`src/rtl/fft_reorder_8_if.sv`:
```
// Sample bus of the FFT output reorder block: bit-reversed input side and
// natural-order output side.
interface fft_reorder_8_if #(
    parameter int DBW = 8,
    parameter int CBW = 3
);
    logic               clear;
    logic               sof;
    logic [2*DBW-1:0]   din;
    logic [2*DBW-1:0]   dout;
    logic               dout_valid;
    logic [CBW-1:0]     dout_idx;
    logic               dout_sof;
    logic               sync_err;

    modport master (
        output clear, sof, din,
        input  dout, dout_valid, dout_idx, dout_sof, sync_err
    );

    modport slave (
        input  clear, sof, din,
        output dout, dout_valid, dout_idx, dout_sof, sync_err
    );
endinterface

```
`src/rtl/fft_reorder_8.sv`:
```
// Ping-pong reorder buffer: writes FFT samples at bit-reversed addresses and
// streams each completed bank out in natural bin order.
module fft_reorder_8 #(
    parameter int DBW = 8,
    parameter int CBW = 3
) (
    input  logic             clk,
    input  logic             rstx,
    fft_reorder_8_if.slave   bus
);
    localparam int N = 2**CBW;
    localparam logic [CBW-1:0] LAST = '1;

    typedef enum logic [1:0] {S_IDLE, S_FILL, S_STREAM} state_t;

    state_t           state;
    logic [CBW-1:0]   wcnt;
    logic             wsel;
    logic [CBW-1:0]   rptr;
    logic             rd_go;
    logic             rd_busy;

    logic [2*DBW-1:0] mem [2*N];
    logic             we;
    logic [CBW-1:0]   waddr;
    logic [CBW-1:0]   raddr;
    logic [2*DBW-1:0] rd_data;

    function automatic logic [CBW-1:0] bitrev(input logic [CBW-1:0] k);
        return {<<{k}};
    endfunction

    assign we      = !bus.clear && (bus.sof || state != S_IDLE);
    assign waddr   = bus.sof ? '0 : bitrev(wcnt);
    // A freshly completed bank always starts reading at bin 0.
    assign raddr   = rd_go ? '0 : rptr;
    assign rd_data = mem[{~wsel, raddr}];

    always_ff @(posedge clk) begin
        if (we) begin
            mem[{wsel, waddr}] <= bus.din;
        end
    end

    always_ff @(posedge clk or negedge rstx) begin
        if (!rstx) begin
            state          <= S_IDLE;
            wcnt           <= '0;
            wsel           <= 1'b0;
            rptr           <= '0;
            rd_go          <= 1'b0;
            rd_busy        <= 1'b0;
            bus.dout       <= '0;
            bus.dout_valid <= 1'b0;
            bus.dout_idx   <= '0;
            bus.dout_sof   <= 1'b0;
            bus.sync_err   <= 1'b0;
        end else if (bus.clear) begin
            state          <= S_IDLE;
            wcnt           <= '0;
            wsel           <= 1'b0;
            rptr           <= '0;
            rd_go          <= 1'b0;
            rd_busy        <= 1'b0;
            bus.dout       <= '0;
            bus.dout_valid <= 1'b0;
            bus.dout_idx   <= '0;
            bus.dout_sof   <= 1'b0;
            bus.sync_err   <= 1'b0;
        end else begin
            rd_go        <= 1'b0;
            bus.sync_err <= 1'b0;

            // sof restarts the frame in the current bank; wsel is left alone
            if (bus.sof) begin
                wcnt <= CBW'(1);
                if (state == S_IDLE) begin
                    state <= S_FILL;
                end
                if (wcnt != '0) begin
                    bus.sync_err <= 1'b1;
                end
            end else if (state != S_IDLE) begin
                wcnt <= wcnt + 1'b1;
                if (wcnt == LAST) begin
                    wsel  <= ~wsel;
                    rd_go <= 1'b1;
                    state <= S_STREAM;
                end
            end

            if (rd_go || rd_busy) begin
                bus.dout       <= rd_data;
                bus.dout_idx   <= raddr;
                bus.dout_valid <= 1'b1;
                bus.dout_sof   <= (raddr == '0);
                rptr           <= raddr + 1'b1;
                rd_busy        <= (raddr != LAST);
            end else begin
                bus.dout_valid <= 1'b0;
                bus.dout_sof   <= 1'b0;
            end
        end
    end
endmodule

```
`src/flat_wrapper.sv`:
```
// flat-port wrapper written by rule: the top's interface ports become plain ports
module fft_reorder_8_flat 
#(
    parameter int DBW = 8,
    parameter int CBW = 3
)
  (clk, rstx, bus_clear, bus_sof, bus_din, bus_dout, bus_dout_valid, bus_dout_idx, bus_dout_sof, bus_sync_err);
  fft_reorder_8_if #(.DBW(DBW), .CBW(CBW)) bus_i ();
  input  logic clk;
  input  logic rstx;
  input wire logic [$bits(bus_i.clear)-1:0] bus_clear;
  input wire logic [$bits(bus_i.sof)-1:0] bus_sof;
  input wire logic [$bits(bus_i.din)-1:0] bus_din;
  output wire logic [$bits(bus_i.dout)-1:0] bus_dout;
  output wire logic [$bits(bus_i.dout_valid)-1:0] bus_dout_valid;
  output wire logic [$bits(bus_i.dout_idx)-1:0] bus_dout_idx;
  output wire logic [$bits(bus_i.dout_sof)-1:0] bus_dout_sof;
  output wire logic [$bits(bus_i.sync_err)-1:0] bus_sync_err;
  assign bus_i.clear = bus_clear;
  assign bus_i.sof = bus_sof;
  assign bus_i.din = bus_din;
  assign bus_dout = bus_i.dout;
  assign bus_dout_valid = bus_i.dout_valid;
  assign bus_dout_idx = bus_i.dout_idx;
  assign bus_dout_sof = bus_i.dout_sof;
  assign bus_sync_err = bus_i.sync_err;
  fft_reorder_8 #(.DBW(DBW), .CBW(CBW)) u_core (.clk(clk), .rstx(rstx), .bus(bus_i));
endmodule
```
`config.mk`:
```
export PLATFORM = sky130hd
export DESIGN_NAME = fft_reorder_8_flat
export DESIGN_NICKNAME = d
export VERILOG_FILES = /design/src/rtl/fft_reorder_8_if.sv /design/src/rtl/fft_reorder_8.sv /design/src/flat_wrapper.sv
export SDC_FILE = /design/constraint.sdc
export NUM_CORES = 1
export LEC_CHECK = 0
export BUFFER_PORTS_ARGS = -buffer_cell sky130_fd_sc_hd__buf_2
export CAP_MARGIN = 5
export CORE_MARGIN = 2
export CORE_UTILIZATION = 40
export DETAILED_ROUTE_END_ITERATION = 12
export GPL_TIMING_DRIVEN = 0
export PLACE_DENSITY = 0.59
export SETUP_SLACK_MARGIN = 0.4
export SYNTH_ARGS = -nofsm -noshare
export SYNTH_HDL_FRONTEND = slang
export SYNTH_SLANG_ARGS = --single-unit
```
`constraint.sdc`:
```
create_clock -name clk -period 2.7 [get_ports clk]
set_input_delay 0.54 -clock clk [delete_from_list [all_inputs] [get_ports clk]]
set_output_delay 0.54 -clock clk [all_outputs]
set_load 0.005 [all_outputs]
```
==> impl_metrics.tcl, run 1 <==
set metrics [dict create \
    outcome "completed" \
    max_cap_viol_count 0 \
    core_mm2 0.0285 \
    postLayoutCellArea_mm2 0.0137 \
    gp_congestion 0.808 \
    start_util_pct 40.5 \
    fmax_mhz 424 \
    grt_max_degree 34 \
    grt_use_total_pct 18.3 \
    cp.arrival_ns 2.60 \
    ys_ff_latch 289 \
    postPlaceCellArea_mm2 0.0125 \
    synth_area_mm2 0.0116 \
    hold_path_class "in -> async" \
    relSlewSlack_pct 45.4 \
    viasPerCell 5.41 \
    post-place-ws_ns -0.408 \
    yosysTopAreaCellShare_pct 66.5 \
    cts_root_buffer "clkbuf_16" \
    drt_first_iter_violations 496 \
    fillers 2453 \
    skew_ns 0.00812 \
    crit_top_cell "clkbuf_2" \
    finalWirelength_um 27600 \
    seq_area_frac_synth_pct 73.6 \
    wl_met3_um 1530 \
    post-dp-hpwl_um 18500 \
    critPathSlowestCell "or3_1" \
    cpPeakStageDelay_ns 0.54 \
    avgSynthCellArea_um2 16.5 \
    synthArstFlopShare_pct 11.4 \
    grt_pass1_vias 6573 \
    ys_top_cells_by_area "edfxtp_1 (66%), dfrtp_1 (7.1%), mux2i_1 (5.5%)" \
    cp_max_fo 10 \
    synth_flop_cell "edfxtp_1" \
    firstDrtPassIters 5 \
    synthTopCellsByCount "edfxtp_1 (256), mux2i_1 (64), nor2_1 (45), a21oi_1 (34), dfrtp_1 (33)" \
    worst_slew_pin_slew_ns 0.819 \
    cts_buffers 29 \
    nets 829 \
    power_leakage_nw 4.61 \
    setup_ws_ns 0.339 \
    maxSlewViolCount 0 \
    synthCells 702 \
    vias 6531 \
    synth.most_common_cell "edfxtp_1" \
    die_area_mm2 0.0303 \
    worstSetupPathType "reg -> reg" \
    drc 0 \
    die_width_um 174 \
    ioPinCount 42 \
    setup_viol 0 \
    avgRoutedWirePerCell_um 22.8 \
    synth.largest_area_cell "edfxtp_1" \
    hold_viol 0 \
    fin_crit_sh_pct 87.4 \
    power.density_mw_per_mm2 647 \
    yosys_warnings 0 \
    cts.clk_slew.worst_paths_ns 0.06 \
    cts_max_level 1 \
    rows 62 \
    final_antenna_net_count 0 \
    start_kind "flip-flop" \
    grt_pass1_wl_um 41200 \
    min_period_ns 2.36 \
    die_y_um 174 \
    antenna_found_initial 1 \
    cts_tree "yes" \
    rsz0062_at_grt "yes" \
    crit_path_end_kind "flip-flop" \
    synth-edff-count 256 \
    clockBufferDepth 3 \
    dr_wl_met2_um 13700 \
    cp_cell_sequence "clkbuf_2 -> clkbuf_2 -> or3_1 -> nor2_2 -> buf_8" \
    overflow 0 \
    drive_above_1_share_pct 25.2 \
    io_buffers 41 \
    syn_to_final_growth_pct 18.8 \
    routed.top_layer "met5" \
    syn-num-nets 728 \
    clkLatencyLatePin_ns 0.54 \
    ir_drop_v 0.000440 \
    synth_cell_type_count 37 \
    cts_sinks 289 \
    diodes 0 \
    wl_met1_um 11600 \
    crit_required_ns 2.94 \
]
-- metal layers --
metal	GRT usage [%]	vias up
met1	24.1	3342
met4	5.74	2
met3	2.73	43
li1	-	2938
met2	31.4	206
met5	0	-
-- critical path, delay by kind of cell (launching register included) --
kind                   cells  cell delay (ns)
buffers and inverters      3             0.71
flip-flops                 1             0.36
AND/OR/NAND/NOR            2             0.99
-- power breakdown --
group / leakage (nW) / total, mW / internal, mW / switching (mW)
combinational: 1.39 / 0.173 / 0.0456 / 0.128
sequential: 2.77 / 4.90 / 4.89 / 0.00755
clock: 0.451 / 3.81 / 2.22 / 1.59
total: 4.61 / 8.88 / 7.16 / 1.72
-- cells by family after synthesis --
family | share of synthesized area, %
AO/OA/AOI/OAI | 6.42
XOR/XNOR | 0.227
adder cells (fa/ha/maj) | 0.649
buffers and inverters | 2.78
flip-flops | 73.6
multiplexers | 10.4
AND/OR/NAND/NOR | 5.90
-- metrics by stage --
stage	std cells	TNS [ns]	util, %	hold WS [ns]	power, mW
after floorplan	702	0	-	0.244	5.05
after global placement	1127	-194.85	42.9	0.479	5.15
after detailed placement	1143	-36.89	43.9	0.477	5.16
after CTS	1206	0	47.9	0.0955	8.94
after global routing	1208	0	48.1	0.123	9.15
final	1208	0	48.1	0.0929	8.88
-- state kept, by name, summed over array words and instances (netlist names) --
| register | flops |
|---|---|
| u_core.wcnt | 3 |
| u_core.wsel | 1 |
| u_core.rd_busy | 1 |
| u_core.state | 2 |
| u_core.bus.sync_err | 1 |
| u_core.bus.dout_idx | 3 |
| u_core.rptr | 3 |
| u_core.bus.dout | 16 |
| u_core.rd_go | 1 |
| u_core.bus.dout_sof | 1 |
| u_core.mem | 256 |
| u_core.bus.dout_valid | 1 |
-- cell usage in the layout, fill, tap and decap left out, drive strengths merged --
cell type / instances
buf: 100
nor2: 45
o32a: 15
nand2b: 4
xor2: 1
o21ai: 1
o21ba: 1
or2: 17
edfxtp: 256
a32o: 16
xnor2: 2
dfrtp: 33
nand3: 16
mux2i: 64
mux2: 16
nor3b: 3
nor4: 1
nor2b: 4
bufinv: 1
nand3b: 3
ha: 6
inv: 21
nor3: 4
clkinv: 9
o221ai: 1
or3: 17
nor4b: 2
nand2: 21
o22ai: 31
a22o: 5
mux4: 17
clkbuf: 57
a21oi: 34
-- area by class of cell --
cell class                 instances  area, µm²  share of cell area, %
sequential                       289       8510                   62.0
multi-input combinational        347       2850                   20.8
clock buffer                      41        832                   6.06
timing repair buffer              70        623                   4.54
tap                              384        480                   3.50
buffer                            46        287                   2.09
clock inverter                    11       76.3                  0.556
inverter                          20       75.1                  0.546
-- final timing paths --
path | start | endpoint | slack, ns | cells after the start
max in group asynchronous | rstx | u_core.bus.dout[14]$_DFFE_PN0P_ | 2.08 | 1
worst max register to register | u_core.wsel$_DFFE_PN0P_ | u_core.mem[2][1]$_DFFE_PP_ | 0.34 | 5
min in group clk | bus_clear | u_core.bus.dout_sof$_DFF_PN0_ | 0.38 | 2
worst min-delay path | rstx | u_core.bus.dout_idx[1]$_DFFE_PN0P_ | 0.09 | 1
worst min register to register | u_core.bus.dout[6]$_DFFE_PN0P_ | u_core.bus.dout[6]$_DFFE_PN0P_ | 0.49 | 1
worst max-delay path | u_core.wsel$_DFFE_PN0P_ | u_core.mem[2][1]$_DFFE_PP_ | 0.34 | 5
-- what timing repair did --
action                                  in CTS  in global routing
setup buffers                               11                  2
hold endpoints to repair                     0                  0
cloned                                       0                  0
pin swaps                                   11                  0
endpoints found under the setup margin     256                191
resized for setup                           26                 19
hold buffers                                 0                  0
(Power assumes the default switching activity.)
==> inputs of run 2 (changes only) <==
--- a/config.mk
+++ b/config.mk
@@ -11,6 +11,7 @@
 export CORE_UTILIZATION = 40
 export DETAILED_ROUTE_END_ITERATION = 12
 export GPL_TIMING_DRIVEN = 0
+export MAX_ROUTING_LAYER = met4
 export PLACE_DENSITY = 0.59
 export SETUP_SLACK_MARGIN = 0.4
 export SYNTH_ARGS = -nofsm -noshare
==> impl_metrics.tcl, run 2 (synthesis gave the netlist of run 1 again) <==
set metrics [dict create \
    fin_setup_tns_ns 0 \
    die_y_um 174 \
    grt_pass1_vias 6574 \
    gp_congestion 0.820 \
    start_kind "flip-flop" \
    timing.rr.end "u_core.mem[2][1]$_DFFE_PP_" \
    rows 62 \
    cp.arrival_ns 2.60 \
    clkLatencyLatePin_ns 0.54 \
    firstDrtPassIters 5 \
    reg.largest.list "u_core.mem: 256 flops, u_core.bus.dout: 16 flops" \
    cts_buffers 29 \
    viasPerCell 5.34 \
    cts_tree "yes" \
    maxSlewViolCount 0 \
    fin_crit_sh_pct 87.5 \
    start_util_pct 40.5 \
    final_cell_mix "edfxtp_1 (256), mux2i_1 (64), buf_2 (56)" \
    hold_viol 0 \
    power.density_mw_per_mm2 647 \
    crit_required_ns 2.94 \
    fillers 2454 \
    cts.clk_slew.worst_paths_ns 0.06 \
    clockBufferDepth 3 \
    ioPinCount 42 \
    drc 0 \
    worst_slew_pin_slew_ns 0.821 \
    drive_above_1_share_pct 25.2 \
    postPlaceCellArea_mm2 0.0125 \
    setup_viol 0 \
    avgRoutedWirePerCell_um 22.8 \
    post-dp-hpwl_um 18500 \
    grt_pass1_wl_um 41200 \
    finalWirelength_um 27600 \
    nets 829 \
    outcome "completed" \
    power_leakage_nw 4.61 \
    postLayoutCellArea_mm2 0.0137 \
    top_register "u_core.mem" \
    r2r-start "u_core.wsel$_DFFE_PN0P_" \
    cp_max_fo 10 \
    largest_reg_flops 256 \
    crit_path_end_kind "flip-flop" \
    r2r_slack_ns 0.34 \
    core_mm2 0.0285 \
    die_area_mm2 0.0303 \
    rsz0062_at_grt "yes" \
    die_width_um 174 \
    fmax_mhz 423 \
    mostFrequentLayoutCell "edfxtp_1" \
    skew_ns 0.0107 \
    cts_max_level 1 \
    grt_use_total_pct 18.9 \
    antenna_found_initial 1 \
    min_period_ns 2.36 \
    cts_sinks 289 \
    rr_worst_depth 5 \
    hold_path_class "in -> async" \
    syn_to_final_growth_pct 18.7 \
    hold_buffers 0 \
    grt_max_degree 34 \
    max_cap_viol_count 0 \
    ir_drop_v 0.000435 \
    overflow 0 \
    cts_root_buffer "clkbuf_16" \
    io_buffers 41 \
    relSlewSlack_pct 45.3 \
    drt_first_iter_violations 471 \
    worstSetupPathType "reg -> reg" \
    vias 6451 \
    final_antenna_net_count 0 \
]
==> run 2: changes by cell type in the layout (fill, tap and decap cells not counted), sizes merged <==
cell	previous run	this run
diode	0	1
==> run 2: power by group <==
group,internal (mW),switching [mW]
Sequential,4.89,0.00750
Combinational,0.0455,0.127
Clock,2.22,1.58
==> run 2: area by class of cell <==
type	instances	area, µm²	share of cell area, %
inverters	20	75.1	0.547
well taps	384	480	3.50
repair buffers	70	611	4.45
plain buffers	46	287	2.09
clock buffers	41	832	6.06
multi-input cells	347	2850	20.8
clock inverters	11	76.3	0.556
diodes	1	2.50	0.0182
flip-flops and latches	289	8510	62.0
==> run 2: worst max path at each step <==
stage                                              end                     from  slack (ns)  cells after the start
final                       u_core.mem[2][1]$_DFFE_PP_  u_core.wsel$_DFFE_PN0P_        0.34                      5
after global routing        u_core.mem[2][0]$_DFFE_PP_  u_core.wsel$_DFFE_PN0P_        0.26                      5
after CTS                   u_core.mem[2][1]$_DFFE_PP_  u_core.wsel$_DFFE_PN0P_        0.37                      5
after detailed placement  u_core.mem[15][13]$_DFFE_PP_  u_core.wsel$_DFFE_PN0P_       -0.41                      6
after global placement    u_core.mem[11][12]$_DFFE_PP_  u_core.wsel$_DFFE_PN0P_       -1.11                      5
after floorplan            u_core.mem[11][0]$_DFFE_PP_  u_core.wsel$_DFFE_PN0P_        0.38                      5
==> run 2: stage by stage <==
stage / cells / setup WS, ns / hold WS (ns) / utilization (%) / power, mW
after floorplan: 702 / 0.383 / 0.244 / - / 5.05
final: 1209 / 0.339 / 0.0984 / 48.1 / 8.88
after global routing: 1209 / 0.256 / 0.126 / 48.1 / 9.15
after CTS: 1206 / 0.369 / 0.0955 / 47.9 / 8.94
after detailed placement: 1143 / -0.408 / 0.477 / 43.9 / 5.16
after global placement: 1127 / -1.11 / 0.479 / 42.9 / 5.15
==> run 2: what timing repair did <==
item	4_1_cts	5_1_grt
setup endpoints to repair	256	191
setup buffers	11	2
pin swaps	11	0
gates resized for setup	26	19
==> run 2: worst max-delay path, cell delays in order (launching register included) <==
cell      delay (ns)
dfrtp_1         0.36
clkbuf_2        0.22
clkbuf_2        0.26
or3_1           0.54
nor2_2          0.45
buf_8           0.23
==> run 2: metal layers <==
metal | wire length (µm) | track usage (%) | vias up
li1 | - | - | 2933
met1 | 11600 | 24.3 | 3293
met2 | 13600 | 31.3 | 184
met3 | 1540 | 2.78 | 41
met4 | 743 | 5.74 | 0
met5 | 0 | - | -
